`config.mk`:
```
export PLATFORM = sky130hd
export DESIGN_NAME = fp_mult_result_stage
export DESIGN_NICKNAME = d
export VERILOG_FILES = /design/src/rtl/fp_mult_pkg.sv /design/src/rtl/fp_skid_buf.sv /design/src/rtl/fp_mult_result_stage.sv
export SDC_FILE = /design/constraint.sdc
export NUM_CORES = 1
export LEC_CHECK = 0
export CAP_MARGIN = 15
export CORE_ASPECT_RATIO = 0.9
export CORE_MARGIN = 10
export CORE_UTILIZATION = 46
export CTS_BUF_LIST = sky130_fd_sc_hd__clkbuf_4 sky130_fd_sc_hd__clkbuf_8
export DETAILED_ROUTE_END_ITERATION = 8
export PLACE_DENSITY = 0.78
export SLEW_MARGIN = 20
export SYNTH_ARGS = -nofsm -noshare
export SYNTH_HDL_FRONTEND = slang
export SYNTH_SLANG_ARGS = --single-unit
```
`constraint.sdc`:
```
create_clock -name clk -period 1.8 [get_ports clk]
set_input_delay 0.36 -clock clk [delete_from_list [all_inputs] [get_ports clk]]
set_output_delay 0.36 -clock clk [all_outputs]
set_load 0.05 [all_outputs]
```
`src/rtl/fp_mult_pkg.sv`:
```
// Shared bit-index constants for the multiplier result stage.
// Status indices address the multiplier status byte; sticky indices address the exception flags.
package fp_mult_pkg;
  localparam int ST_ZERO = 0;
  localparam int ST_INF  = 1;
  localparam int ST_NV   = 2;
  localparam int ST_TINY = 3;
  localparam int ST_HUGE = 4;
  localparam int ST_NX   = 5;

  localparam int SK_NV = 0;
  localparam int SK_OF = 1;
  localparam int SK_UF = 2;
  localparam int SK_NX = 3;
endpackage

```
`src/rtl/fp_skid_buf.sv`:
```
// Generic 2-entry valid/ready register: main drives the outputs, skid catches the word
// accepted in the cycle main stalls. in_ready is a flop that is low exactly while skid is full.
module fp_skid_buf #(
  parameter int W = 40
) (
  input  logic         clk,
  input  logic         rst_n,
  input  logic         in_valid,
  output logic         in_ready,
  input  logic [W-1:0] in_data,
  output logic         out_valid,
  input  logic         out_ready,
  output logic [W-1:0] out_data
);
  logic         skid_valid;
  logic [W-1:0] skid_data;
  logic         in_fire;
  logic         out_fire;

  assign in_fire  = in_valid && in_ready;
  assign out_fire = out_valid && out_ready;

  // Main/skid occupancy and data movement; main is always full while skid is full.
  always_ff @(posedge clk) begin
    if (!rst_n) begin
      out_valid  <= 1'b0;
      out_data   <= '0;
      skid_valid <= 1'b0;
      skid_data  <= '0;
      in_ready   <= 1'b1;
    end else if (skid_valid) begin
      if (out_fire) begin
        out_data   <= skid_data;
        skid_valid <= 1'b0;
        in_ready   <= 1'b1;
      end
    end else if (in_fire) begin
      if (!out_valid || out_fire) begin
        out_valid <= 1'b1;
        out_data  <= in_data;
      end else begin
        skid_valid <= 1'b1;
        skid_data  <= in_data;
        in_ready   <= 1'b0;
      end
    end else if (out_fire) begin
      out_valid <= 1'b0;
    end
  end
endmodule

```
`src/rtl/fp_mult_result_stage.sv`:
```
// Registered handshake stage after the FP multiplier: flush-to-zero at acceptance,
// sticky IEEE exception flags with a maskable interrupt, and a saturating result counter.
module fp_mult_result_stage
  import fp_mult_pkg::*;
#(
  parameter int sig_width = 23,
  parameter int exp_width = 8,
  parameter int CNT_W     = 16,
  localparam int isize    = sig_width + exp_width + 1
) (
  input  logic             clk,
  input  logic             rst_n,
  input  logic             in_valid,
  output logic             in_ready,
  input  logic [isize-1:0] in_z,
  input  logic [7:0]       in_status,
  input  logic             ftz_en,
  input  logic             flag_clr,
  input  logic [3:0]       flag_mask,
  output logic             out_valid,
  input  logic             out_ready,
  output logic [isize-1:0] out_z,
  output logic [7:0]       out_status,
  output logic [3:0]       sticky,
  output logic             exc_irq,
  output logic [CNT_W-1:0] res_cnt
);
  logic [isize-1:0] adj_z;
  logic [7:0]       adj_status;
  logic [3:0]       event_flags;
  logic             accept;

  assign accept = in_valid && in_ready;

  // Flush-to-zero keeps the sign; an invalid result is never flushed.
  always_comb begin
    adj_z      = in_z;
    adj_status = in_status;
    if (ftz_en && in_status[ST_TINY] && !in_status[ST_NV]) begin
      adj_z               = {in_z[isize-1], {(isize-1){1'b0}}};
      adj_status[ST_ZERO] = 1'b1;
      adj_status[ST_NX]   = 1'b1;
    end else begin
      adj_z      = in_z;
      adj_status = in_status;
    end
    event_flags        = 4'b0000;
    event_flags[SK_NV] = adj_status[ST_NV];
    event_flags[SK_OF] = adj_status[ST_HUGE];
    event_flags[SK_UF] = adj_status[ST_TINY] && adj_status[ST_NX];
    event_flags[SK_NX] = adj_status[ST_NX];
  end

  fp_skid_buf #(.W(isize + 8)) u_buf (
    .clk       (clk),
    .rst_n     (rst_n),
    .in_valid  (in_valid),
    .in_ready  (in_ready),
    .in_data   ({adj_z, adj_status}),
    .out_valid (out_valid),
    .out_ready (out_ready),
    .out_data  ({out_z, out_status})
  );

  // Sticky flags (a same-cycle event survives the clear), interrupt level and result count.
  always_ff @(posedge clk) begin
    if (!rst_n) begin
      sticky  <= 4'b0000;
      exc_irq <= 1'b0;
      res_cnt <= '0;
    end else begin
      sticky  <= (flag_clr ? 4'b0000 : sticky) | (accept ? event_flags : 4'b0000);
      exc_irq <= |(sticky & flag_mask);
      if (accept && (res_cnt != {CNT_W{1'b1}})) begin
        res_cnt <= res_cnt + {{(CNT_W-1){1'b0}}, 1'b1};
      end
    end
  end
endmodule

```
==> flow_summary.json <==
{
  "start_util_pct": 47.3,
  "worst_slew_pin_slew_ns": 0.648,
  "fp.dieW_um": 125,
  "clock_sink_count": 104,
  "post-route-drc-count": 0,
  "clk_pin_slew_ns": 0.10,
  "synth.area.top_cells": "dfxtp_1 (45%), mux2_2 (7.6%), o211a_1 (6.7%)",
  "die_h_um": 115,
  "cp_data_required_time_ns": 2.11,
  "max-slew-margin-rel_pct": 56.8,
  "grt_use_total_pct": 16.5,
  "yosysTopAreaCellShare_pct": 45.2,
  "timing.rr.end": "u_buf.skid_data[36]$_SDFFE_PN0P_",
  "cp_max_fo": 17,
  "netlist_area_mm2": 0.00461,
  "crit_path_end_kind": "register",
  "grt_pass1_wl_um": 20300,
  "powerDensity_mw_per_mm2": 917,
  "met3_length_um": 822,
  "detail_route.first_pass.iterations": 4,
  "dr_wl_met2_um": 5470,
  "skew_ns": 0.0108,
  "crit_path_end": "u_buf.skid_data[36]$_SDFFE_PN0P_",
  "grt_overflow_total": 0,
  "hp-class": "reg -> reg",
  "antenna_left": 0,
  "n_fill_cell": 811,
  "slew_viol_final": 0,
  "final_cell_mix": "buf_4 (90), dfxtp_1 (88), nand2_1 (71), nor2_1 (56), clkdlybuf4s50_1 (48)",
  "cts_tree": "yes",
  "antenna_found_initial": 0,
  "postCtsHoldBufs": 0,
  "syn_to_final_growth_pct": 34.7,
  "path_class": "reg -> reg",
  "ys_types": 38,
  "ff2ff_path_depth": 7,
  "ys_warn_count": 0,
  "viasPerCell": 5.41,
  "gp_congestion": 0.819,
  "timing.critical_path.from": "u_buf.in_ready$_SDFFE_PN1P_",
  "drive_above_1_share_pct": 26.5,
  "numCtsBuffers": 9,
  "clk_path_buf_depth": 2,
  "rr_startpoint": "u_buf.in_ready$_SDFFE_PN1P_",
  "die_area_mm2": 0.0144,
  "fp.coreArea_mm2": 0.00974,
  "post-route-min-period_ns": 1.74,
  "vdd_drop_max_mv": 0.692,
  "pin_count": 113,
  "num_vias": 4172,
  "timing.final.hold_violations": 0,
  "clkLatencyLatePin_ns": 0.38,
  "fin_cells": 771,
  "dpl.cell_count": 747,
  "syn_inst": 522,
  "diodes": 0,
  "wl_met1_um": 5540,
  "start_kind": "register",
  "drv_cap": 0,
  "fin_ws_ns": 0.0589,
  "ys_seq_elements": 104,
  "dpl.hpwl_um": 8420,
  "timing.hold.ws_ns": 0.487,
  "avgSynthCellArea_um2": 8.82,
  "synth-seq-area-share_pct": 45.2,
  "p_leak_nw": 2.58,
  "post-route-period-util_pct": 96.7,
  "rows": 34,
  "synth.net_count": 573,
  "cts_root_buf": "clkbuf_8",
  "port_buffers": 112,
  "dpl_worst_slack_ns": -0.489,
  "fmax_mhz": 574,
  "nets": 691,
  "grt_pass1_vias": 4264,
  "r2r_slack_ns": 0.06,
  "outcome": "complete, no violations",
  "synth_flop_cell": "dfxtp_1",
  "async_flop_share_pct": 0,
  "yosys.area.top_type": "dfxtp_1",
  "final_core_utilization_pct": 63.7,
  "first_iter_violations": 380,
  "finalSetupViolCount": 0,
  "wl_per_cell_um": 15.5,
  "arrival_ns": 2.05,
  "top_layer": "met4",
  "grt_max_degree": 63,
  "multi_input_area_mm2": 0.00227,
  "register_area_mm2": 0.00212,
  "synth_edf_count": 0,
  "htreeDepth": 3,
  "wirelength_um": 11900,
  "mostFrequentLayoutCell": "buf_4"
}
-- worst min path at each step --
| stage | cells past startpoint | startpoint | slack (ns) | endpoint |
|---|---|---|---|---|
| after floorplan | 2 | u_buf.skid_data[1]$_SDFFE_PN0P_ | 0.46 | u_buf.skid_data[1]$_SDFFE_PN0P_ |
| after global placement | 2 | u_buf.out_data[5]$_SDFFE_PN0P_ | 0.47 | u_buf.out_data[5]$_SDFFE_PN0P_ |
| after detailed placement | 2 | u_buf.out_data[5]$_SDFFE_PN0P_ | 0.47 | u_buf.out_data[5]$_SDFFE_PN0P_ |
| after CTS | 2 | u_buf.out_data[5]$_SDFFE_PN0P_ | 0.49 | u_buf.out_data[5]$_SDFFE_PN0P_ |
| after global routing | 2 | u_buf.out_data[7]$_SDFFE_PN0P_ | 0.52 | u_buf.out_data[7]$_SDFFE_PN0P_ |
| final | 2 | u_buf.out_data[5]$_SDFFE_PN0P_ | 0.49 | u_buf.out_data[5]$_SDFFE_PN0P_ |
-- repair_timing --
| item | in CTS | in global routing |
|---|---|---|
| pin swaps | 0 | 4 |
| setup buffers | 0 | 8 |
| setup endpoints to repair | 31 | 42 |
| resized for setup | 2 | 10 |
-- layout make-up --
type	count	share of cell area (%)
flip-flops and latches	104	34.1
multi-input cells	343	36.6
well taps	126	2.54
repair buffers	148	21.4
clock inverters	6	1.05
inverters	34	2.06
clock buffers	10	2.22
-- worst max-delay path, stage by stage (launching register included) --
cell and delay, ns:
dfxtp_4 0.37, nand2_4 0.05, buf_8 0.15, nor4b_4 0.38, buf_6 0.16, buf_4 0.16, mux2_2 0.34, nor2_1 0.08
-- synth_stat cells, types with 2 or more instances --
master,number
o211ai_1,32
o21ai_0,8
nor2_1,56
nor3_1,2
and2_1,3
buf_1,5
inv_1,34
nor4_1,5
o211a_1,31
buf_2,9
a22oi_1,2
or4_1,8
nand2_1,71
nand3b_1,2
mux2i_1,17
a211oi_1,9
nand2b_1,9
nor2b_1,2
or3_1,4
and4_1,2
o311ai_0,2
clkbuf_1,25
o31ai_1,7
a21oi_1,20
dfxtp_1,104
nand4_1,5
nand3_1,7
mux2_2,31
-- cell families (layout without fill, tap and decap cells) --
group           Yosys count  in the layout  share of synthesized area, %
fa+ha+maj                 1              1                         0.272
buf+inv                  75            198                          6.47
mux                      48             48                          11.3
flops                   104            104                          45.2
simple gates            180            180                          17.9
compound gates          114            114                          18.9
-- power breakdown --
part / internal [mW] / switching (mW) / total, mW
Combinational: 0.608 / 0.992 / 1.60
Clock: 0.684 / 0.812 / 1.50
Sequential: 2.48 / 0.115 / 2.59
-- state kept, by name (all words and copies together) (netlist names) --
name              cells
u_buf.out_data       40
u_buf.skid_data      40
res_cnt              16
sticky                4
exc_irq               1
u_buf.in_ready        1
u_buf.out_valid       1
u_buf.skid_valid      1
-- per-stage QoR --
step	cell area, um^2	TNS [ns]	total power, mW
after floorplan	4660	-0.0128	3.65
after CTS	6100	-0.732	5.71
final	6200	0	5.69
after global placement	5890	-24.92	4.19
after global routing	6200	-0.00754	5.94
after detailed placement	5890	-27.01	4.22
-- metal layers --
metal / vias up / global-route usage (%)
met5: - / 0
met4: 0 / 4.37
met3: 10 / 5.29
met2: 106 / 27.4
met1: 1988 / 20.2
li1: 2068 / -
Power figures use the tool's default switching activity.
